### src/rtl/riscv_pkg.sv
// Shared RV32I definitions for the front end: opcode constants, NOP encoding,
// fetch FSM state encoding and instruction field helpers.
package riscv_pkg;

   localparam logic [6:0] OPCODE_R      = 7'b0110011;
   localparam logic [6:0] OPCODE_I_ALU  = 7'b0010011;
   localparam logic [6:0] OPCODE_LOAD   = 7'b0000011;
   localparam logic [6:0] OPCODE_STORE  = 7'b0100011;
   localparam logic [6:0] OPCODE_BRANCH = 7'b1100011;

   localparam logic [31:0] NOP_INSTR = 32'h0000_0013;

   typedef enum logic {
      FETCH = 1'b0,
      WAIT  = 1'b1
   } fetch_state_e;

   function automatic logic [6:0] instr_opcode(input logic [31:0] instr);
      return instr[6:0];
   endfunction

   function automatic logic [2:0] instr_funct3(input logic [31:0] instr);
      return instr[14:12];
   endfunction

endpackage

### src/rtl/fetch_unit_if.sv
// Bus bundle around the fetch stage: imem request/response, branch redirect
// and the decode-facing output slot. master = fetch unit, slave = environment.
interface fetch_unit_if;

   logic        imem_req_valid;
   logic        imem_req_ready;
   logic [31:0] imem_req_addr;
   logic        imem_resp_valid;
   logic [31:0] imem_resp_data;
   logic        redirect_valid;
   logic [31:0] redirect_pc;
   logic        if_valid;
   logic        if_ready;
   logic [31:0] if_pc;
   logic [31:0] if_instr;
   logic [6:0]  if_opcode;
   logic [2:0]  if_funct3;

   modport master (
      output imem_req_valid, imem_req_addr,
      input  imem_req_ready, imem_resp_valid, imem_resp_data,
      input  redirect_valid, redirect_pc,
      output if_valid, if_pc, if_instr, if_opcode, if_funct3,
      input  if_ready
   );

   modport slave (
      input  imem_req_valid, imem_req_addr,
      output imem_req_ready, imem_resp_valid, imem_resp_data,
      output redirect_valid, redirect_pc,
      input  if_valid, if_pc, if_instr, if_opcode, if_funct3,
      output if_ready
   );

endinterface

### src/rtl/fetch_unit_out_slot.sv
// One-entry valid/ready holding register between fetch and decode.
// Flush wins over load and over a consume.
module fetch_out_slot (
   input  logic        clk,
   input  logic        rst_n,
   input  logic        i_flush,
   input  logic        i_load,
   input  logic [31:0] i_pc,
   input  logic [31:0] i_instr,
   input  logic        i_ready,
   output logic        o_valid,
   output logic [31:0] o_pc,
   output logic [31:0] o_instr
);

   logic        r_valid;
   logic [31:0] r_pc;
   logic [31:0] r_instr;

   always_ff @(posedge clk) begin
      if (!rst_n) begin
         r_valid <= 1'b0;
         r_pc    <= 32'h0;
         r_instr <= 32'h0;
      end else if (i_flush) begin
         r_valid <= 1'b0;
      end else if (i_load) begin
         r_valid <= 1'b1;
         r_pc    <= i_pc;
         r_instr <= i_instr;
      end else if (r_valid && i_ready) begin
         r_valid <= 1'b0;
      end
   end

   assign o_valid = r_valid;
   assign o_pc    = r_pc;
   assign o_instr = r_instr;

endmodule

### src/rtl/fetch_unit.sv
// Instruction fetch stage: PC register, single-outstanding imem request FSM,
// redirect squash with stale-response drop, and the decode output slot.
module fetch_unit
   import riscv_pkg::*;
#(
   parameter logic [31:0] RESET_PC = 32'h0000_0000,
   parameter logic [31:0] PC_STEP  = 32'd4
) (
   input  logic         clk,
   input  logic         rst_n,
   fetch_unit_if.master bus
);

   fetch_state_e r_state;
   fetch_state_e w_state_nxt;
   logic [31:0]  r_pc;
   logic [31:0]  w_pc_nxt;
   logic         r_drop;
   logic         w_drop_nxt;
   logic         w_load;
   logic         w_req_valid;
   logic         w_slot_free;
   logic         w_if_valid;
   logic [31:0]  w_if_pc;
   logic [31:0]  w_if_instr;
   logic [1:0]   w_unused_redirect_lsb;

   assign w_unused_redirect_lsb = bus.redirect_pc[1:0];
   assign w_slot_free           = ~w_if_valid | bus.if_ready;

   always_ff @(posedge clk) begin
      if (!rst_n) begin
         r_state <= FETCH;
         r_pc    <= RESET_PC;
         r_drop  <= 1'b0;
      end else begin
         r_state <= w_state_nxt;
         r_pc    <= w_pc_nxt;
         r_drop  <= w_drop_nxt;
      end
   end

   // Redirect overrides everything; a redirect in WAIT either swallows a
   // coincident response or arms drop for the one still in flight.
   always_comb begin
      w_state_nxt = r_state;
      w_pc_nxt    = r_pc;
      w_drop_nxt  = r_drop;
      w_load      = 1'b0;
      w_req_valid = 1'b0;
      if (bus.redirect_valid) begin
         w_pc_nxt = {bus.redirect_pc[31:2], 2'b00};
         if (r_state == WAIT) begin
            if (bus.imem_resp_valid) begin
               w_state_nxt = FETCH;
               w_drop_nxt  = 1'b0;
            end else begin
               w_drop_nxt  = 1'b1;
            end
         end
      end else begin
         case (r_state)
            FETCH: begin
               w_req_valid = rst_n & w_slot_free;
               if (w_req_valid && bus.imem_req_ready) w_state_nxt = WAIT;
            end
            WAIT: begin
               if (bus.imem_resp_valid) begin
                  w_state_nxt = FETCH;
                  w_drop_nxt  = 1'b0;
                  if (!r_drop) begin
                     w_load   = 1'b1;
                     w_pc_nxt = r_pc + PC_STEP;
                  end
               end
            end
            default: w_state_nxt = FETCH;
         endcase
      end
   end

   assign bus.imem_req_valid = w_req_valid;
   assign bus.imem_req_addr  = r_pc;

   fetch_out_slot u_slot (
      .clk     (clk),
      .rst_n   (rst_n),
      .i_flush (bus.redirect_valid),
      .i_load  (w_load),
      .i_pc    (r_pc),
      .i_instr (bus.imem_resp_data),
      .i_ready (bus.if_ready),
      .o_valid (w_if_valid),
      .o_pc    (w_if_pc),
      .o_instr (w_if_instr)
   );

   assign bus.if_valid  = w_if_valid;
   assign bus.if_pc     = w_if_pc;
   assign bus.if_instr  = w_if_instr;
   assign bus.if_opcode = instr_opcode(w_if_instr);
   assign bus.if_funct3 = instr_funct3(w_if_instr);

endmodule
### src/flat_wrapper.sv
// flat-port wrapper written by rule: the top's interface ports become plain ports
module fetch_unit_flat import riscv_pkg::*;
#(
   parameter logic [31:0] RESET_PC = 32'h0000_0000,
   parameter logic [31:0] PC_STEP  = 32'd4
)
  (clk, rst_n, bus_imem_req_valid, bus_imem_req_addr, bus_imem_req_ready, bus_imem_resp_valid, bus_imem_resp_data, bus_redirect_valid, bus_redirect_pc, bus_if_valid, bus_if_pc, bus_if_instr, bus_if_opcode, bus_if_funct3, bus_if_ready);
  fetch_unit_if bus_i ();
  input  logic clk;
  input  logic rst_n;
  output wire logic [$bits(bus_i.imem_req_valid)-1:0] bus_imem_req_valid;
  output wire logic [$bits(bus_i.imem_req_addr)-1:0] bus_imem_req_addr;
  input wire logic [$bits(bus_i.imem_req_ready)-1:0] bus_imem_req_ready;
  input wire logic [$bits(bus_i.imem_resp_valid)-1:0] bus_imem_resp_valid;
  input wire logic [$bits(bus_i.imem_resp_data)-1:0] bus_imem_resp_data;
  input wire logic [$bits(bus_i.redirect_valid)-1:0] bus_redirect_valid;
  input wire logic [$bits(bus_i.redirect_pc)-1:0] bus_redirect_pc;
  output wire logic [$bits(bus_i.if_valid)-1:0] bus_if_valid;
  output wire logic [$bits(bus_i.if_pc)-1:0] bus_if_pc;
  output wire logic [$bits(bus_i.if_instr)-1:0] bus_if_instr;
  output wire logic [$bits(bus_i.if_opcode)-1:0] bus_if_opcode;
  output wire logic [$bits(bus_i.if_funct3)-1:0] bus_if_funct3;
  input wire logic [$bits(bus_i.if_ready)-1:0] bus_if_ready;
  assign bus_imem_req_valid = bus_i.imem_req_valid;
  assign bus_imem_req_addr = bus_i.imem_req_addr;
  assign bus_i.imem_req_ready = bus_imem_req_ready;
  assign bus_i.imem_resp_valid = bus_imem_resp_valid;
  assign bus_i.imem_resp_data = bus_imem_resp_data;
  assign bus_i.redirect_valid = bus_redirect_valid;
  assign bus_i.redirect_pc = bus_redirect_pc;
  assign bus_if_valid = bus_i.if_valid;
  assign bus_if_pc = bus_i.if_pc;
  assign bus_if_instr = bus_i.if_instr;
  assign bus_if_opcode = bus_i.if_opcode;
  assign bus_if_funct3 = bus_i.if_funct3;
  assign bus_i.if_ready = bus_if_ready;
  fetch_unit #(.RESET_PC(RESET_PC), .PC_STEP(PC_STEP)) u_core (.clk(clk), .rst_n(rst_n), .bus(bus_i));
endmodule
### config.mk
export PLATFORM = sky130hd
export DESIGN_NAME = fetch_unit_flat
export DESIGN_NICKNAME = d
export VERILOG_FILES = /design/src/rtl/riscv_pkg.sv /design/src/rtl/fetch_unit_if.sv /design/src/rtl/fetch_unit_out_slot.sv /design/src/rtl/fetch_unit.sv /design/src/flat_wrapper.sv
export SDC_FILE = /design/constraint.sdc
export NUM_CORES = 1
export LEC_CHECK = 0
export ABC_CLOCK_PERIOD_IN_PS = 2350
export BUFFER_PORTS_ARGS = -buffer_cell sky130_fd_sc_hd__buf_2
export CELL_PAD_IN_SITES_DETAIL_PLACEMENT = 1
export CELL_PAD_IN_SITES_GLOBAL_PLACEMENT = 1
export CORE_MARGIN = 3
export CORE_UTILIZATION = 34
export CTS_BUF_LIST = sky130_fd_sc_hd__clkbuf_16
export DETAILED_ROUTE_END_ITERATION = 10
export MAX_ROUTING_LAYER = met4
export PLACE_DENSITY_LB_ADDON = 0.3
export REMOVE_ABC_BUFFERS = 1
export SLEW_MARGIN = 10
export SYNTH_ARGS = -nofsm -noshare
export SYNTH_HDL_FRONTEND = slang
export SYNTH_SLANG_ARGS = --single-unit
### constraint.sdc
create_clock -name clk -period 2.35 [get_ports clk]
set_input_delay 0.47 -clock clk [delete_from_list [all_inputs] [get_ports clk]]
set_output_delay 0.47 -clock clk [all_outputs]
set_load 0.03 [all_outputs]
==> PnR_summary.wiki <==
{| class="wikitable"
! Metric !! Value
|-
| Result of the run || completed
|-
| Worst-case vdd ir drop || 0.296 mV
|-
| Share of synthesized area occupied by flip-flops and latches || 0.448
|-
| Clock tree from TritonCTS || built
|-
| Maximum root-to-sink buffer count || 2
|-
| Die Footprint || 0.0139 sq mm
|-
| Die Ht || 118 um
|-
| Kind of critical path || register to register
|-
| Total Power Consumption || 3.41 mW
|-
| Total core area || 0.0121 sq mm
|-
| Fin nets || 768
|-
| Total overflow reported by the global router || 0
|-
| Synth Area per Inst || 7.87 sq um
|-
| DP Wirelength || 10500 um
|-
| Critical path endpoint category || register
|-
| Asr flop ratio synth || 0
|-
| Highest clock rate || 0.486 GHz
|-
| Count of cell instances traversed by the critical path || 5
|-
| Core Rows || 40
|-
| Most used cells in the layout excluding fill and tap cells || sky130_fd_sc_hd__buf_2 (171), sky130_fd_sc_hd__nand2_1 (144), sky130_fd_sc_hd__dfxtp_1 (95), sky130_fd_sc_hd__a21oi_1 (72), sky130_fd_sc_hd__buf_4 (19)
|-
| Number of port buffers || 171
|-
| Reg2Reg Capture Point || u_core.bus.imem_req_addr[22]
|-
| Power share of the combinational group || 0.119
|-
| R2R setup slack || 290 ps
|-
| Dominant synthesized flop cell || sky130_fd_sc_hd__dfxtp_1
|-
| Clock Power Share || 0.375
|-
| Max transition margin || 0.579
|-
| Switching fraction of total power || 0.269
|-
| Detailed-router iteration count before antenna repair || 4
|-
| Initial core utilization || 0.350
|-
| R2R depth || 5
|-
| Placed Instance Area || 0.00528 sq mm
|-
| Final Routed Wirelength || 14100 um
|-
| Critical register-to-register path startpoint || u_core.bus.imem_req_addr[2]
|-
| Setup WS post-layout || 294 ps
|-
| Filler cell count || 1554
|-
| Cell Chain, Critical Path || ha_1, nand4b_2, or4_4, or3_1, a211oi_1
|-
| Antenna Diode Count || 0
|-
| Launching instance or port of the critical path || u_core.bus.imem_req_addr[2]
|-
| Leakage power total || 2.38 nW
|-
| Synth-to-Final Area Change || 30.2%
|-
| Largest net degree at the start of global routing || 55
|-
| Internal power || 2.49 mW
|-
| Tightest Pin Transition || 625 ps
|-
| Maximum level of the CTS H-tree || 3
|-
| Via count of the first global-routing pass || 4538
|-
| Number of antenna violations at the first check in global routing || 0
|-
| Synthesized flop and latch total || 95
|-
| Global-route wire length before repair || 22900 um
|-
| Overall via count from detail_route || 4417
|-
| Last element of the critical path || u_core.bus.imem_req_addr[22]
|-
| Crit-path max cell delay || 580 ps
|-
| Final slew viol count || 0
|-
| Die extent in x || 118 um
|-
| Dominant delay contributor by cell family on the critical path || simple AND/OR/NAND/NOR gates
|-
| RSZ-0062 raised after global routing || no
|-
| Total GRT Usage || 0.207
|-
| Num ports || 178
|-
| Netlist Area Pre-Place || 0.00424 sq mm
|-
| Number of buffers inserted for hold repair after clock tree synthesis || 0
|-
| Number of buffers added for setup after CTS || 0
|-
| Initial DRC count || 201
|-
| Pre-CTS WS || 294 ps
|-
| Critical Path Fanout Max || 7
|-
| Setup crit start kind || register
|-
| Crit share post-route || 0.875
|-
| Minimum period implied by the final worst setup slack || 2060 ps
|-
| Crit path buf inv count || 0
|-
| Data arrival, critical path || 2310 ps
|-
| Share of cells above drive strength 1 || 0.304
|-
| Remaining DRCs || 0
|-
| Final setup vio count || 0
|-
| YS warnings || 0
|-
| CTS root buf || sky130_fd_sc_hd__clkbuf_16
|-
| Number of gates resized after cts || 0
|-
| Min-delay src || bus_redirect_pc[3]
|-
| Number of distinct library cells after synthesis || 54
|-
| Number of cells produced by synthesis || 539
|-
| Sequential group share of total power || 0.506
|-
| Clock sink count || 95
|-
| Worst Clk Skew || 9.20 ps
|-
| Max stage delay cell, worst path || sky130_fd_sc_hd__or4_4
|-
| Post-route cell area || 0.00552 sq mm
|-
| Number of hold-slack violations in the final timing report || 0
|-
| Routed wire length per instance || 16.2 um
|-
| CP Data Required Time || 2600 ps
|-
| Number of instances on the worst hold path || 2
|-
| Minimum hold slack || 350 ps
|-
| Areal power density over the cells || 617 mW/mm^2
|-
| Number of max-cap violations || 0
|-
| Hold WC Path Type || input pin to register
|-
| Clock buffers created by TritonCTS || 9
|-
| Clock slew seen by the registers of the worst setup and hold paths || 60 ps
|-
| Antenna Violating Nets Remaining || 0
|-
| Number of vias per cell || 5.09
|-
| Sw Pwr || 918 uW
|-
| Global placer's final weighted congestion || 0.827
|-
| Number of flops mapped to enable cells by yosys || 0
|-
| Most common cell after layout, fill and taps aside || sky130_fd_sc_hd__buf_2
|-
| Clock latency on the worst-skew pair || 340 ps
|}
cell usage after synthesis (all sizes together) (6+ instances only):
master | count | area share
or4 | 7 | 0.013
a21oi | 72 | 0.085
a31oi | 8 | 0.012
dfxtp | 95 | 0.45
nand2 | 144 | 0.13
clkbuf | 32 | 0.028
xnor2 | 8 | 0.017
and3 | 7 | 0.011
nor4 | 9 | 0.017
a211oi | 7 | 0.012
inv | 6 | 0.0053
nor2 | 16 | 0.014
nand4 | 8 | 0.015
nand3 | 18 | 0.022
nor3 | 12 | 0.014
o21ai | 16 | 0.019
buf | 16 | 0.027
metal layers:
layer	global-route usage	share of wire	vias up
met5	-	0	-
met1	0.256	0.46	2077
met2	0.332	0.47	151
met4	0.0615	0.012	0
met3	0.0543	0.059	14
li1	-	-	2175
kinds of logic (layout without fill, tap and decap cells):
logic type / Yosys count / count (layout) / share of synthesized area
other: 1 / 4 / 0.000884
muxes: 3 / 3 / 0.00708
adders and majority gates: 1 / 1 / 0.00295
DFF: 95 / 95 / 0.448
buffers and inverters: 54 / 212 / 0.0607
xor gates and xnor gates: 11 / 11 / 0.0227
AOI/OAI and AO/OA: 124 / 124 / 0.170
and+or+nand+nor: 250 / 250 / 0.288
how the worst min path moves through the flow:
stage / end
2_1_floorplan: u_core.r_drop
3_3_place_gp: u_core.u_slot.o_instr[10]
3_5_place_dp: u_core.u_slot.o_pc[17]
4_1_cts: u_core.bus.imem_req_addr[3]
5_1_grt: u_core.bus.imem_req_addr[3]
6_report: u_core.bus.imem_req_addr[3]
through the flow:
stage | setup TNS (ps) | util | std cells
2_1_floorplan | -38610 | - | 494
3_3_place_gp | 0 | 0.436 | 854
3_5_place_dp | 0 | 0.436 | 854
4_1_cts | 0 | 0.456 | 868
5_1_grt | 0 | 0.456 | 868
6_report | 0 | 0.456 | 868
state kept, by name, summed over array words and instances, names as in the netlist:
name / count
u_core.r_drop: 1
u_core.bus.imem_req_addr: 30
u_core.u_slot.o_pc: 30
u_core.u_slot.o_instr: 32
u_core.u_slot.o_valid: 1
u_core.r_state: 1
power by group through the flow:
stage                     logic, mW  registers [mW]  clock network [mW]
after floorplan               0.127            1.84                   0
after global placement        0.397            1.76                   0
after detailed placement      0.407            1.76                   0
after CTS                     0.409            1.72                1.33
after global routing          0.441            1.73                1.40
final                         0.405            1.72                1.28
area by class of cell:
cell class / instances / area, sq um / share of cell area
Sequential cell: 95 / 1900 / 0.344
Multi-Input combinational cell: 393 / 2110 / 0.381
Clock inverter: 5 / 20.0 / 0.00362
Timing Repair Buffer: 192 / 1040 / 0.188
Tap cell: 168 / 210 / 0.0381
Inverter: 6 / 22.5 / 0.00408
Clock buffer: 9 / 225 / 0.0408
No activity file was read; power rests on OpenSTA's default activity.
